## src/rtl/pipe_ctrl_unit.sv

```systemverilog
// Registered main-control unit: decodes the ID opcode into a control word launched into ID/EX,
// with load-use stall, redirect flush and a counted multi-cycle MUL/DIV hold.
module pipe_ctrl_unit #(
   parameter int REG_ADDR_W = 5,
   parameter bit MULDIV_EN  = 1'b1,
   parameter int MULDIV_LAT = 4
) (
   input  logic                  clk,
   input  logic                  reset,
   input  logic                  id_valid,
   input  logic [6:0]            opcode,
   input  logic [6:0]            funct7,
   input  logic [REG_ADDR_W-1:0] rs1,
   input  logic [REG_ADDR_W-1:0] rs2,
   input  logic [REG_ADDR_W-1:0] rd,
   input  logic                  ex_redirect,
   output logic                  ex_valid,
   output logic                  ex_alusrc,
   output logic                  ex_memtoreg,
   output logic                  ex_regwrite,
   output logic                  ex_memread,
   output logic                  ex_memwrite,
   output logic                  ex_branch,
   output logic                  ex_jump,
   output logic                  ex_jalr,
   output logic                  ex_muldiv,
   output logic [1:0]            ex_aluop,
   output logic [REG_ADDR_W-1:0] ex_rd,
   output logic                  stall,
   output logic                  flush_ifid,
   output logic                  illegal
);
   localparam int CNT_W = $clog2(MULDIV_LAT) + 1;

   typedef enum logic {RUN, MD_BUSY} state_t;

   typedef struct packed {
      logic                  valid;
      logic                  alusrc;
      logic                  memtoreg;
      logic                  regwrite;
      logic                  memread;
      logic                  memwrite;
      logic                  branch;
      logic                  jump;
      logic                  jalr;
      logic                  muldiv;
      logic                  illegal;
      logic [1:0]            aluop;
      logic [REG_ADDR_W-1:0] rd;
   } ctrl_t;

   state_t           state_q, state_d;
   logic [CNT_W-1:0] cnt_q, cnt_d;
   ctrl_t            ctrl_q, ctrl_d, dec;

   logic is_r, is_i, is_lw, is_sw, is_br, is_jal, is_jalr, is_lui, is_auipc, known;
   logic uses_rs2, load_use;

   assign is_r     = (opcode == 7'b0110011);
   assign is_i     = (opcode == 7'b0010011);
   assign is_lw    = (opcode == 7'b0000011);
   assign is_sw    = (opcode == 7'b0100011);
   assign is_br    = (opcode == 7'b1100011);
   assign is_jal   = (opcode == 7'b1101111);
   assign is_jalr  = (opcode == 7'b1100111);
   assign is_lui   = (opcode == 7'b0110111);
   assign is_auipc = (opcode == 7'b0010111);
   assign known    = is_r | is_i | is_lw | is_sw | is_br | is_jal | is_jalr | is_lui | is_auipc;
   assign uses_rs2 = is_r | is_sw | is_br;

   always_comb begin
      dec          = '0;
      dec.valid    = 1'b1;
      dec.rd       = rd;
      dec.alusrc   = is_lw | is_sw | is_i | is_lui | is_auipc | is_jalr;
      dec.regwrite = is_r | is_i | is_lw | is_jal | is_jalr | is_lui | is_auipc;
      dec.memread  = is_lw;
      dec.memtoreg = is_lw;
      dec.memwrite = is_sw;
      dec.branch   = is_br;
      dec.jump     = is_jal | is_jalr;
      dec.jalr     = is_jalr;
      dec.muldiv   = is_r & (funct7 == 7'b0000001) & MULDIV_EN;
      dec.illegal  = ~known;
      if (is_br)                 dec.aluop = 2'b01;
      else if (is_r | is_i)      dec.aluop = 2'b10;
      else if (is_jal | is_jalr) dec.aluop = 2'b11;
      else                       dec.aluop = 2'b00;
   end

   assign load_use = id_valid & ctrl_q.valid & ctrl_q.memread & (|ctrl_q.rd) &
                     ((ctrl_q.rd == rs1) | (uses_rs2 & (ctrl_q.rd == rs2)));

   always_comb begin
      state_d    = state_q;
      cnt_d      = cnt_q;
      ctrl_d     = ctrl_q;
      stall      = 1'b0;
      flush_ifid = 1'b0;
      case (state_q)
         RUN: begin
            ctrl_d = '0;
            // redirect wins over a load-use hazard: the dependent op is squashed anyway
            if (ex_redirect) begin
               flush_ifid = 1'b1;
            end else if (load_use) begin
               stall = 1'b1;
            end else if (id_valid) begin
               ctrl_d = dec;
               if (dec.muldiv && (MULDIV_LAT > 1)) begin
                  state_d = MD_BUSY;
                  cnt_d   = CNT_W'(MULDIV_LAT - 1);
               end
            end
         end
         MD_BUSY: begin
            stall = 1'b1;
            cnt_d = cnt_q - CNT_W'(1);
            if (cnt_q == CNT_W'(1)) state_d = RUN;
         end
         default: state_d = RUN;
      endcase
      if (!reset) begin
         stall      = 1'b0;
         flush_ifid = 1'b0;
      end
   end

   always_ff @(posedge clk or negedge reset) begin
      if (!reset) begin
         state_q <= RUN;
         cnt_q   <= '0;
         ctrl_q  <= '0;
      end else begin
         state_q <= state_d;
         cnt_q   <= cnt_d;
         ctrl_q  <= ctrl_d;
      end
   end

   assign ex_valid    = ctrl_q.valid;
   assign ex_alusrc   = ctrl_q.alusrc;
   assign ex_memtoreg = ctrl_q.memtoreg;
   assign ex_regwrite = ctrl_q.regwrite;
   assign ex_memread  = ctrl_q.memread;
   assign ex_memwrite = ctrl_q.memwrite;
   assign ex_branch   = ctrl_q.branch;
   assign ex_jump     = ctrl_q.jump;
   assign ex_jalr     = ctrl_q.jalr;
   assign ex_muldiv   = ctrl_q.muldiv;
   assign ex_aluop    = ctrl_q.aluop;
   assign ex_rd       = ctrl_q.rd;
   assign illegal     = ctrl_q.illegal;
endmodule
```

## config.mk

```make
export PLATFORM = sky130hd
export DESIGN_NAME = pipe_ctrl_unit
export DESIGN_NICKNAME = d
export VERILOG_FILES = /design/src/rtl/pipe_ctrl_unit.sv
export SDC_FILE = /design/constraint.sdc
export NUM_CORES = 1
export LEC_CHECK = 0
export CAP_MARGIN = 15
export CELL_PAD_IN_SITES_DETAIL_PLACEMENT = 0
export CELL_PAD_IN_SITES_GLOBAL_PLACEMENT = 1
export CORE_ASPECT_RATIO = 0.8
export CORE_UTILIZATION = 33
export DETAILED_ROUTE_END_ITERATION = 10
export PLACE_DENSITY = 0.87
export SLEW_MARGIN = 20
export SYNTH_ARGS = -nofsm -noshare
export SYNTH_HDL_FRONTEND = slang
export SYNTH_SLANG_ARGS = --single-unit
```

## constraint.sdc

```tcl
create_clock -name clk -period 4.3 [get_ports clk]
set_input_delay 1.29 -clock clk [delete_from_list [all_inputs] [get_ports clk]]
set_output_delay 1.29 -clock clk [all_outputs]
set_load 0.01 [all_outputs]
```

==> results of run 1 <==
[sequential cells by signal, summed over array words and instances, names as in the netlist]
register and cells:
ex_rd 5, cnt_q 3, ex_aluop 2, ex_alusrc 1
ex_branch 1, ex_jalr 1, ex_jump 1, ex_memtoreg 1
ex_memwrite 1, ex_muldiv 1, ex_regwrite 1, ex_valid 1
illegal 1, state_q 1
[per-stage QoR]
stage | instance area, sq um | total power, mW | hold WS [ns]
finish | 2026 | 0.4304 | 0.4843
global route | 2026 | 0.4528 | 0.5250
CTS | 2016 | 0.4327 | 0.4881
detailed placement | 1951 | 0.3014 | 0.4725
global placement | 1951 | 0.2996 | 0.4697
floorplan | 1294 | 0.2412 | 0.5130
[per-layer routing]
metal,global-route usage (%),wire [microns],vias to the layer above
li1,-,-,633
met1,27.54,1728,597
met2,31.40,1650,60
met3,1.739,276,6
met4,8.403,70,0
met5,0,0,-
[final cells by class]
class	count	area [sq um]	share of cell area, %
clock buffers	3	41.29	2.038
clock inverters	1	5.005	0.2471
inverters	9	33.78	1.668
multi-input cells	104	734.5	36.26
flip-flops and latches	21	525.5	25.94
well taps	52	65.06	3.212
repair buffers	66	620.6	30.64
[synth_stat cells, types with 2 or more instances]
library cell / number
xor2_1: 10
nand2b_1: 3
a21oi_1: 10
clkbuf_1: 3
nand3_1: 3
ha_1: 2
a211oi_1: 2
or3_1: 3
nor3_1: 2
xnor2_1: 2
nor4b_1: 2
and3b_1: 2
nor2_1: 8
nand2_1: 21
o31ai_1: 8
nand4_1: 4
inv_1: 9
o41ai_1: 6
dfrtp_1: 21
[path summary, 6_finish.rpt]
path | slack (ns) | to | startpoint
setup / recovery | 0.08 | stall | rs2[1]
hold reg to reg | 0.48 | ex_jalr | ex_jalr
setup reg to reg | 2.13 | ex_regwrite | ex_rd[1]
max in group asynchronous | 2.66 | ex_rd[3] | reset
hold / removal | 0.48 | ex_jalr | ex_jalr
min in group asynchronous | 1.50 | ex_jump | reset
[worst register-to-register path, cell delays in order (launching register included)]
cell     delay, ns
dfrtp_1       0.48
xor2_2        0.23
nor4_4        0.34
nand4_1       0.18
buf_4         0.20
a21oi_4       0.43
o31ai_1       0.17
[timing repair]
action | 4_1_cts | 5_1_grt
pin swaps | 3 | 3
endpoints found under the setup margin | 1 | 1
resized for setup | 6 | 3
[kinds of logic after synthesis]
logic type | synth area share [%]
and+or+nand+nor | 22.05
AOI/OAI and AO/OA | 22.05
DFF | 40.62
buffers and inverters | 5.222
xor gates and xnor gates | 8.124
adders and majority gates | 1.934
[report_power, final]
group          internal, mW  switching, mW  leakage (nW)
logic                0.0548         0.0386         0.556
clock network        0.0645         0.0644        0.0255
registers             0.202        0.00596         0.283
total                 0.321          0.109         0.865
==> flow_metrics.env, run 1 <==
export IMPL_outcome="complete, no violations"
export IMPL_hold_violations=0
export IMPL_synth_top_area_share_pct=40.62
export IMPL_instances_no_fill=256
export IMPL_fin_tns_setup_ns=0
export IMPL_drive_above_1_share_pct=14.22
export IMPL_rr_worst_depth=6
export IMPL_holdBufCountCts=0
export IMPL_placementRows=19
export IMPL_synth_ff_type="dfrtp_1"
export IMPL_firstDrtPassIters=4
export IMPL_ys_top_cells_by_area="dfrtp_1 (41%), xor2_1 (6.8%), nand2_1 (6.1%)"
export IMPL_layout_min_cycle_time_ns=4.223
export IMPL_period_share_pct=98.21
export IMPL_core_sq_um=3590
export IMPL_ant_nets=0
export IMPL_htreeDepth=1
export IMPL_place_inst=252
export IMPL_path_buf_inv=2
export IMPL_yosys_warnings=0
export IMPL_cpMaxStageDelayCell="clkdlybuf4s50_1"
export IMPL_place_gp_congestion=0.9023
export IMPL_cts_tree="built"
export IMPL_final_setup_viol_count=0
export IMPL_cap_violations=0
export IMPL_wl_per_cell_microns=14.55
export IMPL_post_place_ws_ns=-0.3710
export IMPL_initial_core_util_pct=36.04
export IMPL_avgSynthCellArea_sq_um=9.241
export IMPL_post_cts_buffers=0
export IMPL_worst_path_largest_cell_delay_ns=0.45
export IMPL_synthesis_area_sq_um=1294
export IMPL_clockBufferDepth=2
export IMPL_max_freq_ghz=0.2368
export IMPL_yosysUniqueCellTypes=38
export IMPL_drc=0
export IMPL_path_cells="clkdlybuf4s50_1 -> xor2_2 -> nor4_4 -> nand4_1 -> a211oi_2 -> o21a_1 -> buf_2"
export IMPL_synth_nets=175
export IMPL_die_w_microns=72.01
export IMPL_totalWireLength_microns=3726
export IMPL_cp_depth=7
export IMPL_utilization_pct=56.43
export IMPL_io_pins=53
export IMPL_overflow=0
export IMPL_power_density_nw_per_um2=212.5
export IMPL_final_common_cell="clkdlybuf4s50_1"
export IMPL_cts_sinks=21
export IMPL_drt_iter0_drc=32
export IMPL_required_ns=3.01
export IMPL_final_nets=240
export IMPL_num_antenna_cells=0
export IMPL_die_h_microns=58
export IMPL_path_class="in2out"
export IMPL_cts_root_buf="clkbuf_8"
export IMPL_fillCellCount=327
export IMPL_tightest_slew_ns=0.6608
export IMPL_synth_top_cell_by_area="dfrtp_1"
export IMPL_min_path_cells=2
export IMPL_worst_clock_skew_ns=0.001350
export IMPL_cts_buffers=3
export IMPL_via_per_inst=5.063
export IMPL_final_cell_mix="clkdlybuf4s50_1 (51), nand2_1 (21), dfrtp_1 (21), buf_4 (14), a21oi_1 (10)"
export IMPL_synth_seq_area_share_pct=40.62
export IMPL_grt_pass1_vias=1302
export IMPL_path_clk_slew_ns=0.08
export IMPL_dpl_hpwl_microns=2884
export IMPL_setup_ws_ns=0.07698
export IMPL_power_leakage_nw=0.8647
export IMPL_cp_top_family="buffers and inverters"
export IMPL_drv_slew=0
export IMPL_grt_max_degree=21
export IMPL_hold_class="reg2reg"
export IMPL_area_growth_syn_to_layout_pct=56.58
export IMPL_grt_first_pass_wirelength_microns=6368
export IMPL_antenna_found_initial=0
export IMPL_vias=1296
export IMPL_start_kind="primary input"
export IMPL_dieArea_sq_um=4176
export IMPL_syn_inst=140
export IMPL_clock_latency_ns=0.26
export IMPL_port_buffers=52
export IMPL_synth_edf_count=0
export IMPL_ir_drop_mv=0.1118
export IMPL_relSlewSlack_pct=55.95
export IMPL_track_usage_pct=19.63
export IMPL_ys_ff_latch=21
export IMPL_crit_fanout=2
export IMPL_async_reset_ff_share_pct=100.0
export IMPL_arrival_ns=2.93
export IMPL_crit_path_end_kind="primary output"
Note: power is estimated with default switching activity, not from simulation.
==> run 2: changes to the inputs <==
Settings changed: CORE_UTILIZATION 33 to 29, PLACE_DENSITY 0.87 to 0.78.
Clock period 4.3 ns to 4.7 ns, I/O delays scaled along.
==> run 2 against run 1 <==
Sequential share of layout area grew 0.34 points. Global-route usage shrank 4.0 points. Via count shrank 2.1%.
==> flow_metrics.env, run 2 (same netlist as run 1, synthesis figures left out) <==
export IMPL_track_usage_pct=15.65
export IMPL_cap_violations=0
export IMPL_path_class="in2out"
export IMPL_core_sq_um=4230
export IMPL_power_density_nw_per_um2=196.5
export IMPL_placementRows=21
export IMPL_place_gp_congestion=0.8494
export IMPL_hold_class="reg2reg"
export IMPL_die_w_microns=76.68
export IMPL_vias=1269
export IMPL_antenna_found_initial=0
export IMPL_htreeDepth=1
export IMPL_grt_first_pass_wirelength_microns=5609
export IMPL_arrival_ns=3.14
export IMPL_cts_tree="built"
export IMPL_crit_path_end_kind="primary output"
export IMPL_relSlewSlack_pct=63.99
export IMPL_required_ns=3.29
export IMPL_layout_min_cycle_time_ns=4.550
export IMPL_power_uw=392.8
export IMPL_utilization_pct=47.26
export IMPL_outcome="complete, no violations"
export IMPL_largest_reg_flops=5
export IMPL_cts_sinks=21
export IMPL_holdBufCountCts=0
export IMPL_post_place_ws_ns=-0.1554
export IMPL_tightest_slew_ns=0.5402
export IMPL_grt_setup_unrepaired="false"
export IMPL_clock_latency_ns=0.27
export IMPL_overflow=0
export IMPL_min_path_cells=2
export IMPL_drt_iter0_drc=63
export IMPL_pwr_share_clk_pct=30.9
export IMPL_die_h_microns=61.74
export IMPL_final_cell_mix="clkdlybuf4s50_1 (51), nand2_1 (21), dfrtp_1 (21), buf_4 (13)"
export IMPL_pwr_share_comb_pct=20.6
export IMPL_final_nets=239
export IMPL_port_buffers=52
export IMPL_ir_drop_mv=0.1373
export IMPL_ant_nets=0
export IMPL_drive_above_1_share_pct=11.33
export IMPL_post_cts_buffers=0
export IMPL_num_antenna_cells=0
export IMPL_setup_ws_ns=0.1498
export IMPL_switching_share_pct=25.06
export IMPL_area_growth_syn_to_layout_pct=54.55
export IMPL_p_int_uw=294.4
export IMPL_hold_violations=0
export IMPL_initial_core_util_pct=30.58
export IMPL_cts_root_buf="clkbuf_8"
export IMPL_grt_pass1_vias=1146
export IMPL_io_pins=53
export IMPL_dpl_hpwl_microns=2798
export IMPL_totalWireLength_microns=3613
export IMPL_dieArea_sq_um=4734
export IMPL_start_kind="primary input"
export IMPL_switchingPower_uw=98.43
export IMPL_via_per_inst=4.881
export IMPL_path_clk_slew_ns=0.07
export IMPL_wl_per_cell_microns=13.90
export IMPL_final_setup_viol_count=0
export IMPL_drv_slew=0
export IMPL_hold_ws_ns=0.4872
export IMPL_period_share_pct=96.81
export IMPL_max_freq_ghz=0.2198
export IMPL_drc=0
export IMPL_rr_worst_depth=6
export IMPL_firstDrtPassIters=4
export IMPL_crit_fanout=2
export IMPL_seqPwrFrac_pct=48.5
export IMPL_grt_max_degree=22
export IMPL_cts_buffers=3
export IMPL_worst_clock_skew_ns=0.001056
export IMPL_final_common_cell="clkdlybuf4s50_1"
export IMPL_power_leakage_nw=0.8570
export IMPL_clockBufferDepth=2
## run 2: changes by cell type in the layout (fill, tap and decap cells not counted)
cell	change
a211oi_2	-1
clkbuf_1	+1
xor2_1	+1
buf_4	-1
nor4_1	+1
dlygate4sd2_1	+1
clkinv_2	-1
nor4_4	-1
buf_2	-1
a211oi_1	+1
xor2_2	-1
## run 2: power groups by stage
stage,sequential [mW],combinational [mW],clock (mW)
floorplan,0.194,0.0262,0
global placement,0.194,0.0797,0
detailed placement,0.194,0.0807,0
CTS,0.191,0.0818,0.125
global route,0.191,0.0884,0.132
finish,0.191,0.0810,0.121
## run 2: repair_timing
| action | 4_1_cts | 5_1_grt |
|---|---|---|
| gates resized for setup | 2 | 0 |
| setup endpoints to repair | 1 | 0 |
| hold endpoints to repair | 0 | 0 |
## run 2: routing by layer
metal | GRT usage (%) | share of wire, %
met4 | 4.945 | 1.0
met5 | 0 | 0
met1 | 21.76 | 48
met3 | 3.504 | 4.9
met2 | 24.62 | 46
## run 2: final timing paths
kind | to | slack, ns | start
max | stall | 0.15 | opcode[2]
min | ex_branch | 0.49 | ex_branch
max reg2reg | ex_aluop[1] | 2.65 | ex_rd[1]
min reg2reg | ex_branch | 0.49 | ex_branch
max in group asynchronous | ex_rd[0] | 2.87 | reset
min in group asynchronous | ex_memwrite | 1.61 | reset
## run 2: layout make-up
| type | count | area (sq um) |
|---|---|---|
| Multi-Input combinational cell | 104 | 706.9 |
| Sequential cell | 21 | 525.5 |
| Fill cell | 421 | 2231 |
| Clock buffer | 4 | 45.04 |
| Timing Repair Buffer | 65 | 616.8 |
| Tap cell | 57 | 71.32 |
| Inverter | 9 | 33.78 |
## run 2: metrics by stage
step,instances,TNS (ns),area [sq um]
after floorplan,140,0,1294
after global placement,256,-0.1882,1949
after detailed placement,256,-0.1554,1949
after CTS,260,0,1999
after global routing,260,0,1999
final,260,0,1999
## run 2: worst max-delay path, stage by stage
cell             delay (ns)
clkdlybuf4s50_1        0.47
nor4bb_2               0.31
buf_4                  0.16
nand4_1                0.11
a211oi_1               0.26
o21a_1                 0.15
dlygate4sd2_1          0.27
==> run 3: changes to the inputs <==
Settings changed: CELL_PAD_IN_SITES_DETAIL_PLACEMENT 0 to 1, CELL_PAD_IN_SITES_GLOBAL_PLACEMENT 1 to 2, CORE_UTILIZATION 29 to 24, PLACE_DENSITY 0.78 to 0.81.
==> run 3 against run 2 <==
Critical path type unchanged. Combinational power grew 6.3%. Clock skew grew 0.0011 ns. The run now ends with DRC left. Highest routed layer unchanged. Maximum frequency grew 0.72%.
==> flow_metrics.env, run 3 (same netlist as run 1, synthesis figures left out) <==
export IMPL_drt_iter0_drc=65
export IMPL_final_setup_viol_count=0
export IMPL_hold_violations=0
export IMPL_drv_slew=0
export IMPL_area_growth_syn_to_layout_pct=57.25
export IMPL_grt_pass1_vias=1457
export IMPL_drive_above_1_share_pct=13.24
export IMPL_path_class="in2out"
export IMPL_wl_per_cell_microns=16.86
export IMPL_dieArea_sq_um=5690
export IMPL_path_cells="clkdlybuf4s50_1 -> nor4bb_4 -> buf_4 -> nand4_1 -> a211oi_2 -> o21a_1 -> dlygate4sd2_1"
export IMPL_fin_area_sq_um=2034
export IMPL_largest_reg_flops=5
export IMPL_power_uw=400.8
export IMPL_crit_path_end_kind="primary output"
export IMPL_grt_max_degree=19
export IMPL_initial_core_util_pct=25.40
export IMPL_setup_ws_ns=0.1822
export IMPL_cts_tree="built"
export IMPL_ir_drop_mv=0.09214
export IMPL_max_freq_ghz=0.2213
export IMPL_cts_sinks=21
export IMPL_grt_first_pass_wirelength_microns=7534
export IMPL_totalWireLength_microns=4486
export IMPL_hold_class="reg2reg"
export IMPL_cap_violations=0
export IMPL_final_common_cell="clkdlybuf4s50_1"
export IMPL_die_h_microns=67.67
export IMPL_crit_fanout=4
export IMPL_cpMaxStageDelayCell="clkdlybuf4s50_1"
export IMPL_violations="DRC"
export IMPL_worst_path_largest_cell_delay_ns=0.53
export IMPL_post_dp_cell_area_sq_um=1963
export IMPL_post_place_ws_ns=-0.2017
export IMPL_power_leakage_nw=0.8738
export IMPL_io_pins=53
export IMPL_grt_setup_unrepaired="false"
export IMPL_path_clk_slew_ns=0.08
export IMPL_instances_no_fill=266
export IMPL_num_antenna_cells=0
export IMPL_via_per_inst=4.959
export IMPL_tightest_slew_ns=0.5459
export IMPL_relSlewSlack_pct=63.52
export IMPL_place_inst=262
export IMPL_track_usage_pct=17.17
export IMPL_firstDrtPassIters=7
export IMPL_clock_latency_ns=0.26
export IMPL_cts_buffers=3
export IMPL_final_cell_mix="clkdlybuf4s50_1 (51), nand2_1 (21), dfrtp_1 (21), buf_4 (14)"
export IMPL_ant_nets=0
export IMPL_overflow=0
export IMPL_outcome="finished, violations left"
export IMPL_die_w_microns=84.09
export IMPL_start_kind="primary input"
export IMPL_htreeDepth=1
export IMPL_place_gp_congestion=0.7941
export IMPL_core_sq_um=5094
export IMPL_clockBufferDepth=2
export IMPL_antenna_found_initial=0
export IMPL_arrival_ns=3.11
export IMPL_dpl_hpwl_microns=3377
export IMPL_period_share_pct=96.12
export IMPL_fin_tns_setup_ns=0
export IMPL_drc=12
export IMPL_power_density_nw_per_um2=197.0
export IMPL_vias=1319
export IMPL_utilization_pct=39.94
export IMPL_cts_root_buf="clkbuf_8"
export IMPL_hold_ws_ns=0.4956
export IMPL_layout_min_cycle_time_ns=4.518
export IMPL_required_ns=3.29
export IMPL_worst_clock_skew_ns=0.002126
export IMPL_final_nets=240
export IMPL_placementRows=23
export IMPL_port_buffers=52
==> run 3: where the power goes <==
group	switching, mW	internal [mW]
clock network	0.0647	0.0592
registers	0.00582	0.185
logic	0.0361	0.0500
total	0.107	0.294
==> run 3: cell type report <==
type | count | area, sq um
Timing Repair Buffer | 66 | 624.3
Inverter | 9 | 33.78
Clock inverter | 1 | 5.005
Tap cell | 62 | 77.57
Fill cell | 593 | 3059
Clock buffer | 3 | 41.29
Sequential cell | 21 | 525.5
Multi-Input combinational cell | 104 | 726.9
==> run 3: metal layers <==
layer / share of wire, % / wire length (microns) / global-route usage [%]
met4: 0.27 / 12 / 3.233
met5: 0 / 0 / 0
met2: 46 / 2076 / 30.84
met3: 5.6 / 252 / 2.934
met1: 48 / 2145 / 22.08
==> run 3: final timing paths <==
| path | startpoint | endpoint | slack, ns | cells after the start |
|---|---|---|---|---|
| setup / recovery | opcode[0] | stall | 0.18 | 7 |
| hold / removal | ex_jalr | ex_jalr | 0.50 | 2 |
| setup reg to reg | ex_rd[1] | ex_regwrite | 2.57 | 6 |
| hold reg to reg | ex_jalr | ex_jalr | 0.50 | 2 |
| max in group asynchronous | reset | ex_jalr | 2.84 | 2 |
| min in group asynchronous | reset | ex_rd[4] | 1.61 | 2 |
==> run 3: critical path, delay by kind of cell <==
kind	cells	cell delay [ns]
buffers and inverters	3	0.94
AND/OR/NAND/NOR	2	0.42
AO/OA/AOI/OAI	2	0.34
==> run 3: what timing repair did <==
action	CTS	global route
buffers inserted	0	0
hold endpoints to repair	0	0
setup endpoints to repair	1	1
gates cloned	0	0
pin swaps	0	1
resized for setup	5	0
hold buffers	0	0
